## src/rtl/cpu_inst_loader.sv

```systemverilog
// UART boot loader: parses framed records and writes 18-bit words to instruction RAM.
// Optional trailing checksum byte when CPU_INST_LOADER_CSUM_EN is defined.
module cpu_inst_loader #(
   parameter logic [7:0] SYNC_BYTE   = 8'hA5,
   parameter int         TIMEOUT_CYC = 1000000,
   parameter int         ADDR_W      = 10
) (
   input  logic              clk,
   input  logic              rst,
   input  logic [7:0]        rx_data,
   input  logic              rx_valid,
   output logic              rx_ready,
   output logic              inst_update,
   output logic [ADDR_W-1:0] inst_address,
   output logic [17:0]       inst_data_out,
   output logic              cpu_hold,
   output logic              busy,
   output logic              load_done,
   output logic              load_err
);

   localparam int TW = $clog2(TIMEOUT_CYC + 1);
   localparam int HW = ADDR_W - 8;

   typedef enum logic [3:0] {
      S_IDLE,
      S_ADDR_H,
      S_ADDR_L,
      S_LEN,
      S_B0,
      S_B1,
      S_B2,
      S_WRITE,
`ifdef CPU_INST_LOADER_CSUM_EN
      S_CSUM,
`endif
      S_DONE
   } state_t;

   state_t r_state;
   state_t w_next;

   logic [TW-1:0]     r_tmo;
   logic [HW-1:0]     r_addr_h;
   logic [ADDR_W-1:0] r_addr;
   logic [8:0]        r_cnt;
   logic [7:0]        r_low;
   logic [7:0]        r_high;
   logic [ADDR_W-1:0] r_addr_out;
   logic [17:0]       r_data_out;
   logic              r_hold;
   logic              r_err;
`ifdef CPU_INST_LOADER_CSUM_EN
   logic [7:0]        r_sum;
   logic [7:0]        w_sum_fin;
`endif

   logic w_acc;
   logic w_sync;
   logic w_tmo;
   logic w_wait;
   logic w_err;

   assign rx_ready = (r_state != S_WRITE) && (r_state != S_DONE);
   assign w_acc    = rx_valid & rx_ready;
   assign w_sync   = (r_state == S_IDLE) && w_acc && (rx_data == SYNC_BYTE);
   assign w_tmo    = (r_tmo == TW'(TIMEOUT_CYC - 1));
   assign w_wait   = (r_state != S_IDLE) && rx_ready;
`ifdef CPU_INST_LOADER_CSUM_EN
   assign w_sum_fin = r_sum + rx_data;
`endif

   always_comb begin
      w_next = r_state;
      w_err  = 1'b0;
      unique case (r_state)
         S_IDLE:   if (w_sync) w_next = S_ADDR_H;
         S_ADDR_H: if (w_acc) w_next = S_ADDR_L;
         S_ADDR_L: if (w_acc) w_next = S_LEN;
         S_LEN:    if (w_acc) w_next = S_B0;
         S_B0:     if (w_acc) w_next = S_B1;
         S_B1:     if (w_acc) w_next = S_B2;
         S_B2:     if (w_acc) w_next = S_WRITE;
         S_WRITE: begin
            if (r_cnt != 9'd1)
               w_next = S_B0;
            else
`ifdef CPU_INST_LOADER_CSUM_EN
               w_next = S_CSUM;
`else
               w_next = S_DONE;
`endif
         end
`ifdef CPU_INST_LOADER_CSUM_EN
         S_CSUM: begin
            if (w_acc) begin
               if (w_sum_fin == 8'd0) begin
                  w_next = S_DONE;
               end else begin
                  w_next = S_IDLE;
                  w_err  = 1'b1;
               end
            end
         end
`endif
         S_DONE:   w_next = S_IDLE;
         default:  w_next = S_IDLE;
      endcase
      // inter-byte gap too long: abandon frame, keep words already written
      if (w_wait && !w_acc && w_tmo) begin
         w_next = S_IDLE;
         w_err  = 1'b1;
      end
   end

   always_ff @(posedge clk) begin
      if (rst) begin
         r_state    <= S_IDLE;
         r_tmo      <= '0;
         r_addr_h   <= '0;
         r_addr     <= '0;
         r_cnt      <= '0;
         r_low      <= '0;
         r_high     <= '0;
         r_addr_out <= '0;
         r_data_out <= '0;
         r_hold     <= 1'b0;
         r_err      <= 1'b0;
`ifdef CPU_INST_LOADER_CSUM_EN
         r_sum      <= '0;
`endif
      end else begin
         r_state <= w_next;

         if (w_acc || r_state == S_IDLE)
            r_tmo <= '0;
         else if (!w_tmo)
            r_tmo <= r_tmo + 1'b1;

         if (r_state == S_DONE)
            r_hold <= 1'b0;
         if (w_sync) begin
            r_hold <= 1'b1;
            r_err  <= 1'b0;
         end
         if (w_err) begin
            r_hold <= 1'b0;
            r_err  <= 1'b1;
         end

`ifdef CPU_INST_LOADER_CSUM_EN
         if (r_state == S_IDLE)
            r_sum <= '0;
         else if (w_acc)
            r_sum <= w_sum_fin;
`endif

         if (r_state == S_WRITE) begin
            r_addr <= r_addr + 1'b1;
            r_cnt  <= r_cnt - 1'b1;
         end

         if (w_acc) begin
            unique case (r_state)
               S_ADDR_H: r_addr_h <= rx_data[HW-1:0];
               S_ADDR_L: r_addr   <= {r_addr_h, rx_data};
               S_LEN:    r_cnt    <= {rx_data == 8'd0, rx_data};
               S_B0:     r_low    <= rx_data;
               S_B1:     r_high   <= rx_data;
               S_B2: begin
                  r_addr_out <= r_addr;
                  r_data_out <= {rx_data[1:0], r_high, r_low};
               end
               default: ;
            endcase
         end
      end
   end

   assign inst_update   = (r_state == S_WRITE);
   assign inst_address  = r_addr_out;
   assign inst_data_out = r_data_out;
   assign cpu_hold      = r_hold;
   assign busy          = (r_state != S_IDLE);
   assign load_done     = (r_state == S_DONE);
   assign load_err      = r_err;

endmodule

```

## config.mk

```make
export PLATFORM = sky130hd
export DESIGN_NAME = cpu_inst_loader
export DESIGN_NICKNAME = d
export VERILOG_FILES = /design/src/rtl/cpu_inst_loader.sv
export SDC_FILE = /design/constraint.sdc
export NUM_CORES = 1
export LEC_CHECK = 0
export CAP_MARGIN = 20
export CORE_ASPECT_RATIO = 0.75
export CORE_MARGIN = 4
export CORE_UTILIZATION = 50
export DETAILED_ROUTE_END_ITERATION = 8
export GPL_ROUTABILITY_DRIVEN = 0
export PLACE_DENSITY = 0.75
export SYNTH_ARGS = -nofsm -noshare
export SYNTH_HDL_FRONTEND = slang
export SYNTH_SLANG_ARGS = --single-unit
```

## constraint.sdc

```tcl
create_clock -name clk -period 1.7 [get_ports clk]
set_input_delay 0.255 -clock clk [delete_from_list [all_inputs] [get_ports clk]]
set_output_delay 0.255 -clock clk [all_outputs]
set_load 0.01 [all_outputs]
```

==> impl_metrics.prom, run 1 <==
# TYPE chip_impl_metric gauge
chip_impl_info{name="run_status",value="finished, violations left"} 1
chip_impl_info{name="violations",value="setup timing"} 1
chip_impl_metric{name="grt_first_pass_wirelength",unit="um"} 17050
chip_impl_metric{name="antenna_violating_nets_post_route",unit=""} 0
chip_impl_metric{name="synth.ff_latch_count",unit=""} 91
chip_impl_metric{name="layout.cells.non_filler",unit=""} 673
chip_impl_metric{name="drt_iter0_drc",unit=""} 251
chip_impl_metric{name="initial_utilization",unit="%"} 52.62
chip_impl_metric{name="routed_via_density",unit=""} 5.431
chip_impl_info{name="crit-reg2reg-launch",value="r_tmo[7]"} 1
chip_impl_metric{name="avgSynthCellArea",unit="um2"} 8.450
chip_impl_metric{name="finalCritPeriodShare",unit="%"} 110.1
chip_impl_metric{name="worst_slack",unit="ps"} -171.4
chip_impl_info{name="worst_setup_path_startpoint",value="r_tmo[7]"} 1
chip_impl_info{name="synth_flop_cell",value="sky130_fd_sc_hd__dfxtp_1"} 1
chip_impl_metric{name="skew",unit="ps"} 7.216
chip_impl_info{name="critPathSlowestCell",value="sky130_fd_sc_hd__or3_4"} 1
chip_impl_metric{name="synth_async_reset_ratio",unit="%"} 0
chip_impl_metric{name="floorplan.die.width",unit="um"} 110.6
chip_impl_metric{name="max_cap_viol_count",unit=""} 0
chip_impl_metric{name="critical_path.n_buffers_inverters",unit=""} 0
chip_impl_metric{name="synth_cells",unit=""} 467
chip_impl_metric{name="largest_net_degree_at_the_start_of_global_routing",unit=""} 37
chip_impl_metric{name="number_of_nets_in_the_synthesized_netlist",unit=""} 482
chip_impl_metric{name="drive_gt1_share",unit="%"} 25.17
chip_impl_info{name="min-delay-path-class",value="in2reg"} 1
chip_impl_metric{name="netlist-cell-type-count",unit=""} 45
chip_impl_metric{name="num_vias",unit=""} 3655
chip_impl_metric{name="grt_antenna_before_repair",unit=""} 0
chip_impl_metric{name="place.detailed.instances",unit=""} 648
chip_impl_info{name="path_cells",value="nor4b_4 > nand4_1 > or3_4 > o311a_1 > nor3b_2"} 1
chip_impl_metric{name="path_depth",unit=""} 5
chip_impl_info{name="grt_setup_unrepaired",value="true"} 1
chip_impl_info{name="timing.critical_path.max_delay_family",value="simple AND/OR/NAND/NOR gates"} 1
chip_impl_metric{name="clkSinkCount",unit=""} 91
chip_impl_metric{name="timing.final.hold_violations",unit=""} 0
chip_impl_metric{name="ir_worst_vdd",unit="uV"} 506.0
chip_impl_metric{name="cp_slowest_stage_delay",unit="ps"} 380
chip_impl_info{name="startpoint_class_of_the_critical_path",value="flip-flop"} 1
chip_impl_metric{name="detailedPlace.worstSlack",unit="ps"} -501.0
chip_impl_metric{name="worstMarginPinSlew",unit="ps"} 397.2
chip_impl_metric{name="final_max_slew_viol_count",unit=""} 0
chip_impl_metric{name="synth_seq_area_share",unit="%"} 46.16
chip_impl_metric{name="wirelength",unit="um"} 10670
chip_impl_info{name="post_synthesis_cell_type_with_the_largest_combined_area",value="sky130_fd_sc_hd__dfxtp_1"} 1
chip_impl_metric{name="buffer_ports.inserted",unit=""} 44
chip_impl_info{name="crit-reg2reg-capture",value="r_state[0]"} 1
chip_impl_metric{name="setup_viol",unit=""} 15
chip_impl_metric{name="drt_pass1_iterations",unit=""} 4
chip_impl_metric{name="io-pin-count",unit=""} 45
chip_impl_metric{name="worstSkewPairLatency",unit="ps"} 350
chip_impl_metric{name="synth_enable_flop_cells",unit=""} 0
chip_impl_metric{name="synth.top_cell.area_share",unit="%"} 46.16
chip_impl_metric{name="cts_inserted_buffers",unit=""} 9
chip_impl_metric{name="core-area",unit="um2"} 7500
chip_impl_metric{name="clock_path_buffers",unit=""} 2
chip_impl_info{name="critPathKind",value="reg2reg"} 1
chip_impl_metric{name="fp.dieArea",unit="um2"} 9393
chip_impl_metric{name="drc_errors",unit=""} 0
chip_impl_metric{name="post_synth_instance_area",unit="um2"} 3946
chip_impl_metric{name="flow.area_growth_from_synthesis",unit="%"} 37.13
chip_impl_metric{name="max_freq",unit="MHz"} 534.3
chip_impl_metric{name="critical_path_peak_fanout",unit=""} 3
chip_impl_metric{name="groute.usage.overall",unit="%"} 22.10
chip_impl_metric{name="nets",unit=""} 582
chip_impl_metric{name="first_global_vias",unit=""} 3465
chip_impl_metric{name="antenna_cells",unit=""} 0
chip_impl_metric{name="period_needed",unit="ps"} 1871
chip_impl_info{name="cts_root_buffer",value="sky130_fd_sc_hd__clkbuf_8"} 1
chip_impl_metric{name="htree_levels",unit=""} 3
chip_impl_info{name="cts_tree",value="yes"} 1
chip_impl_metric{name="globalRoute.totalOverflow",unit=""} 0
chip_impl_metric{name="post-dp-hpwl",unit="um"} 7181
chip_impl_metric{name="timing.max_slew.rel_slack",unit="%"} 73.29
chip_impl_metric{name="finish.utilization",unit="%"} 72.16
chip_impl_metric{name="worst_r2r_setup_slack",unit="ps"} -170
chip_impl_info{name="yosys-top-cells-area",value="sky130_fd_sc_hd__dfxtp_1, sky130_fd_sc_hd__nand2_1, sky130_fd_sc_hd__nor2_1, sky130_fd_sc_hd__mux2i_1, sky130_fd_sc_hd__a21oi_1"} 1
chip_impl_metric{name="r2r_cells",unit=""} 5
chip_impl_metric{name="route.detailed.wl_per_inst",unit="um"} 15.85
chip_impl_metric{name="synthesis.yosys.warnings",unit=""} 0
chip_impl_info{name="critical_path.endpoint_type",value="flip-flop"} 1
chip_impl_metric{name="dieHeight",unit="um"} 84.94
chip_impl_metric{name="arrival",unit="ps"} 2110
chip_impl_metric{name="cellLeakagePower",unit="uW"} 0.002093
chip_impl_metric{name="power.density_cell_area",unit="nW/um2"} 699.4
chip_impl_metric{name="floorplan.rows",unit=""} 27
chip_impl_info{name="critical_path.endpoint",value="r_state[0]"} 1
chip_impl_metric{name="required_time_of_the_critical_path",unit="ps"} 1940
chip_impl_metric{name="clock_pin_slew_worst_setup_and_hold_paths",unit="ps"} 90
-- cell usage in the layout (no fill, tap or decap), types with 3 or more instances in the layout --
cell,instances
sky130_fd_sc_hd__nand4_1,14
sky130_fd_sc_hd__clkbuf_1,3
sky130_fd_sc_hd__a211oi_2,4
sky130_fd_sc_hd__dfxtp_2,3
sky130_fd_sc_hd__clkdlybuf4s50_1,38
sky130_fd_sc_hd__xnor2_1,12
sky130_fd_sc_hd__clkbuf_8,11
sky130_fd_sc_hd__nor3_1,4
sky130_fd_sc_hd__nor2_4,8
sky130_fd_sc_hd__nand4b_1,3
sky130_fd_sc_hd__a21oi_1,31
sky130_fd_sc_hd__buf_4,61
sky130_fd_sc_hd__nor3_2,4
sky130_fd_sc_hd__nor2_2,4
sky130_fd_sc_hd__a211oi_1,11
sky130_fd_sc_hd__buf_6,8
sky130_fd_sc_hd__and4_1,3
sky130_fd_sc_hd__mux2i_1,19
sky130_fd_sc_hd__xor2_1,13
sky130_fd_sc_hd__inv_1,8
sky130_fd_sc_hd__nor2_1,56
sky130_fd_sc_hd__a311oi_1,3
sky130_fd_sc_hd__and3_1,7
sky130_fd_sc_hd__nand3_1,10
sky130_fd_sc_hd__dfxtp_1,86
sky130_fd_sc_hd__o21ai_0,5
sky130_fd_sc_hd__ha_1,3
sky130_fd_sc_hd__and3_2,4
sky130_fd_sc_hd__nor2b_1,3
sky130_fd_sc_hd__nand2_1,78
sky130_fd_sc_hd__xnor2_2,4
-- layer usage --
metal / part of all wire (%) / track usage (%)
met5: 0 / 0
met4: 0.31 / 3.915
met3: 7.7 / 5.560
met2: 47 / 35.41
met1: 45 / 30.73
-- layout make-up --
| type | instances | area (um2) |
|---|---|---|
| Multi-Input combinational cell | 340 | 2201 |
| Fill cell | 556 | 2088 |
| Sequential cell | 91 | 1833 |
| Timing Repair Buffer | 115 | 1016 |
| Clock buffer | 14 | 162.7 |
| Tap cell | 101 | 126.4 |
| Inverter | 10 | 37.54 |
| Clock inverter | 2 | 35.03 |
-- how the worst min path moves through the flow --
stage	startpoint	endpoint	slack, ps	cells after the start
final	rst	load_err	250	3
after floorplan	rx_data[1]	inst_data_out[17]	390	2
after detailed placement	inst_address[5]	inst_address[5]	450	2
after global routing	rst	load_err	240	3
after global placement	r_high[2]	inst_data_out[10]	440	2
after CTS	rst	load_err	220	3
-- cells by family (layout without fill, tap and decap cells) --
| logic type | Yosys count | after routing | share of synthesized area (%) |
|---|---|---|---|
| simple gates | 220 | 220 | 26.51 |
| flops | 91 | 91 | 46.16 |
| compound gates | 67 | 67 | 10.65 |
| buf+inv | 36 | 141 | 3.932 |
| xor+xnor | 30 | 30 | 6.658 |
| mux | 19 | 19 | 4.819 |
| fa+ha+maj | 4 | 4 | 1.268 |
-- synthesized netlist by cell type, drive strengths merged, types with 3 or more instances --
library cell and n:
a211oi 15, o21ai 6, buf 9, a21oi 33
nand3 11, and3 12, nor3b 3, and4 3
inv 10, xor2 14, nor3 9, nand2 79
nor2b 4, a311oi 3, nor4 3, nor2 68
dfxtp 91, mux2i 19, nand4 14, ha 4
xnor2 16, clkbuf 17, nand4b 3
-- worst reg2reg max path, stage by stage (launching register included) --
cell and delay, ps:
sky130_fd_sc_hd__dfxtp_2 350, sky130_fd_sc_hd__nor4b_4 300, sky130_fd_sc_hd__nand4_1 210, sky130_fd_sc_hd__or3_4 380, sky130_fd_sc_hd__o311a_1 360, sky130_fd_sc_hd__nor3b_2 160
-- what timing repair did --
item	4_1_cts	5_1_grt
gates cloned	1	0
resized for setup	28	49
hold buffers	0	0
buffers inserted	1	7
pin swaps	3	26
setup endpoints to repair	17	35
-- stage by stage --
step                hold slack [ps]  instance area (um2)  power [uW]  TNS [ps]
floorplan                     391.0                 3974        2248    -247.3
global placement              441.0                 4890        2330     -4869
detailed placement            446.2                 4890        2334     -6735
CTS                           223.5                 5165        3794    -955.5
global route                  241.4                 5411        3927     -2327
finish                        247.4                 5411        3785     -1356
-- sequential cells by signal, summed over array words and instances (netlist names) --
| name | count |
|---|---|
| inst_data_out | 18 |
| r_tmo | 20 |
| cpu_hold | 1 |
| r_high | 8 |
| r_addr | 10 |
| r_low | 8 |
| r_cnt | 9 |
| r_state | 4 |
| inst_address | 10 |
| r_addr_h | 2 |
| load_err | 1 |
-- power by group --
part	internal [uW]	switching (uW)	leakage, uW
clock network	761	724	0.000101
registers	2130	3.73	0.000736
logic	67.7	96.6	0.00126
Power figures use the tool's default switching activity.
==> inputs of run 2 (changes only) <==
--- a/config.mk
+++ b/config.mk
@@ -10,7 +10,6 @@
 export CORE_MARGIN = 4
 export CORE_UTILIZATION = 50
 export DETAILED_ROUTE_END_ITERATION = 8
-export GPL_ROUTABILITY_DRIVEN = 0
 export PLACE_DENSITY = 0.75
 export SYNTH_ARGS = -nofsm -noshare
 export SYNTH_HDL_FRONTEND = slang
==> run 2 against run 1 <==
  * The flow still finishes with violations (setup timing)
  * Clock skew grew 3.2 ps
  * Sequential power about the same
  * Die area did not move
  * Sequential cell count unchanged
  * Sequential share of layout area shrank 1.3 points
  * Non-clock buffer count is 11 higher
  * Largest cell class unchanged
  * Highest routed layer unchanged
==> impl_metrics.prom, run 2 (synthesis results as in run 1) <==
# TYPE chip_impl_metric gauge
chip_impl_metric{name="skew",unit="ps"} 10.44
chip_impl_metric{name="nets",unit=""} 593
chip_impl_metric{name="critical_path_peak_fanout",unit=""} 3
chip_impl_metric{name="drive_gt1_share",unit="%"} 28.47
chip_impl_info{name="cts_tree",value="yes"} 1
chip_impl_metric{name="largest_register_ffs",unit=""} 20
chip_impl_metric{name="total_negative_setup_slack",unit="ps"} -3097
chip_impl_metric{name="initial_utilization",unit="%"} 52.62
chip_impl_metric{name="dpl_cell_area",unit="um2"} 4907
chip_impl_metric{name="place.detailed.instances",unit=""} 647
chip_impl_metric{name="cellLeakagePower",unit="uW"} 0.002174
chip_impl_metric{name="setup_viol",unit=""} 33
chip_impl_metric{name="routed_via_density",unit=""} 5.718
chip_impl_info{name="startpoint_class_of_the_critical_path",value="flip-flop"} 1
chip_impl_metric{name="first_global_vias",unit=""} 3619
chip_impl_metric{name="worstMarginPinSlew",unit="ps"} 639.4
chip_impl_metric{name="ir_worst_vdd",unit="uV"} 414.8
chip_impl_metric{name="flow.area_growth_from_synthesis",unit="%"} 42.68
chip_impl_info{name="cts_root_buffer",value="sky130_fd_sc_hd__clkbuf_8"} 1
chip_impl_metric{name="max_freq",unit="MHz"} 528.0
chip_impl_metric{name="cts_inserted_buffers",unit=""} 9
chip_impl_metric{name="filler_cell_count",unit=""} 530
chip_impl_metric{name="dieHeight",unit="um"} 84.94
chip_impl_metric{name="final_max_slew_viol_count",unit=""} 0
chip_impl_metric{name="clock_pin_slew_worst_setup_and_hold_paths",unit="ps"} 90
chip_impl_info{name="critPathKind",value="reg2reg"} 1
chip_impl_metric{name="fp.dieArea",unit="um2"} 9393
chip_impl_metric{name="seq_area",unit="um2"} 1834
chip_impl_metric{name="finalInstanceArea",unit="um2"} 5630
chip_impl_metric{name="floorplan.rows",unit=""} 27
chip_impl_metric{name="postCtsHoldBufs",unit=""} 0
chip_impl_metric{name="antenna_violating_nets_post_route",unit=""} 0
chip_impl_metric{name="grt_first_pass_wirelength",unit="um"} 17860
chip_impl_metric{name="clock_path_buffers",unit=""} 2
chip_impl_metric{name="arrival",unit="ps"} 2130
chip_impl_metric{name="groute.usage.overall",unit="%"} 22.98
chip_impl_metric{name="fin_total_pwr",unit="uW"} 3802
chip_impl_metric{name="timing.final.hold_violations",unit=""} 0
chip_impl_metric{name="worstSkewPairLatency",unit="ps"} 360
chip_impl_metric{name="clkSinkCount",unit=""} 91
chip_impl_metric{name="drt_iter0_drc",unit=""} 272
chip_impl_metric{name="globalRoute.totalOverflow",unit=""} 0
chip_impl_metric{name="period_needed",unit="ps"} 1894
chip_impl_metric{name="io-pin-count",unit=""} 45
chip_impl_metric{name="drc_errors",unit=""} 0
chip_impl_metric{name="gpl.final_weighted_congestion",unit=""} 0.8631
chip_impl_metric{name="route.detailed.wl_per_inst",unit="um"} 17.37
chip_impl_metric{name="num_vias",unit=""} 3911
chip_impl_metric{name="worst_slack",unit="ps"} -193.9
chip_impl_metric{name="finish.utilization",unit="%"} 75.08
chip_impl_metric{name="power.density_cell_area",unit="nW/um2"} 675.2
chip_impl_metric{name="max_cap_viol_count",unit=""} 0
chip_impl_metric{name="required_time_of_the_critical_path",unit="ps"} 1940
chip_impl_info{name="critical_path.endpoint_type",value="flip-flop"} 1
chip_impl_info{name="min-delay-path-class",value="in2reg"} 1
chip_impl_info{name="layout_commonest_cell",value="sky130_fd_sc_hd__dfxtp_1"} 1
chip_impl_metric{name="finalCritPeriodShare",unit="%"} 111.4
chip_impl_metric{name="layout.cells.non_filler",unit=""} 684
chip_impl_info{name="most-common-layout-cells",value="sky130_fd_sc_hd__dfxtp_1, sky130_fd_sc_hd__nand2_1, sky130_fd_sc_hd__buf_4"} 1
chip_impl_info{name="grt_setup_unrepaired",value="true"} 1
chip_impl_metric{name="grt_antenna_before_repair",unit=""} 0
chip_impl_metric{name="largest_net_degree_at_the_start_of_global_routing",unit=""} 38
chip_impl_metric{name="post-dp-hpwl",unit="um"} 7231
chip_impl_metric{name="floorplan.die.width",unit="um"} 110.6
chip_impl_metric{name="timing.max_slew.rel_slack",unit="%"} 57.01
chip_impl_metric{name="multiInputGateArea",unit="um2"} 2266
chip_impl_metric{name="wirelength",unit="um"} 11880
chip_impl_info{name="largest-register",value="r_tmo"} 1
chip_impl_info{name="run_status",value="finished, violations left"} 1
chip_impl_metric{name="core-area",unit="um2"} 7500
chip_impl_metric{name="buffer_ports.inserted",unit=""} 44
chip_impl_metric{name="antenna_cells",unit=""} 0
chip_impl_metric{name="drt_pass1_iterations",unit=""} 5
chip_impl_info{name="violations",value="setup timing"} 1
chip_impl_metric{name="htree_levels",unit=""} 3
==> run 2: cell count changes in the layout (fill, tap and decap cells not counted), moves of 3 or more <==
cell                     change
sky130_fd_sc_hd__nor2_1      -7
sky130_fd_sc_hd__nor2_4      +8
sky130_fd_sc_hd__buf_4       +7
sky130_fd_sc_hd__buf_12      +3
==> run 2: layout make-up <==
class                   instances  share of cell area (%)
multi-input cells             340                   40.24
flip-flops and latches         91                   32.58
repair buffers                126                   20.78
clock buffers                  13                   2.644
well taps                     101                   2.244
clock inverters                 3                  0.8000
inverters                      10                  0.7111
==> run 2: critical path, cell delays in order (launching register included) <==
cell,delay [ps]
sky130_fd_sc_hd__dfxtp_2,350
sky130_fd_sc_hd__nor4b_4,290
sky130_fd_sc_hd__nand4_1,210
sky130_fd_sc_hd__or3_4,390
sky130_fd_sc_hd__o311a_4,380
sky130_fd_sc_hd__nor3b_2,160
==> run 2: timing repair <==
| item | 4_1_cts | 5_1_grt |
|---|---|---|
| endpoints found under the setup margin | 16 | 43 |
| gates resized for setup | 40 | 58 |
| buffers inserted | 5 | 13 |
| pin swaps | 4 | 30 |
| cloned | 2 | 1 |
| hold endpoints to repair | 0 | 0 |
==> run 2: per-stage QoR <==
stage,worst slack (ps),hold slack (ps)
2_1_floorplan,-98.83,391.0
3_3_place_gp,-523.5,442.1
3_5_place_dp,-530.4,444.2
4_1_cts,-126.5,242.7
5_1_grt,-246.6,269.0
6_report,-193.9,286.8
==> run 2: final timing paths <==
check                   startpoint               end  slack (ps)  cells past startpoint
hold / removal                 rst          load_err         290                      3
setup reg to reg          r_tmo[7]        r_state[0]        -190                      5
setup / recovery          r_tmo[7]        r_state[0]        -190                      5
hold reg to reg   inst_data_out[9]  inst_data_out[9]         460                      2
==> run 2: report_power, final <==
group | internal [uW] | total [uW] | switching, uW | leakage, uW
combinational | 78.7 | 185 | 107 | 0.00134
clock | 730 | 1480 | 751 | 0.0000986
sequential | 2130 | 2140 | 4.03 | 0.000736
total | 2940 | 3800 | 862 | 0.00217
==> run 2: metal layers <==
metal | global-route usage, % | part of all wire (%)
met5 | 0 | 0
met1 | 29.94 | 42
met4 | 7.942 | 2.7
met3 | 4.847 | 7.2
met2 | 38.16 | 48
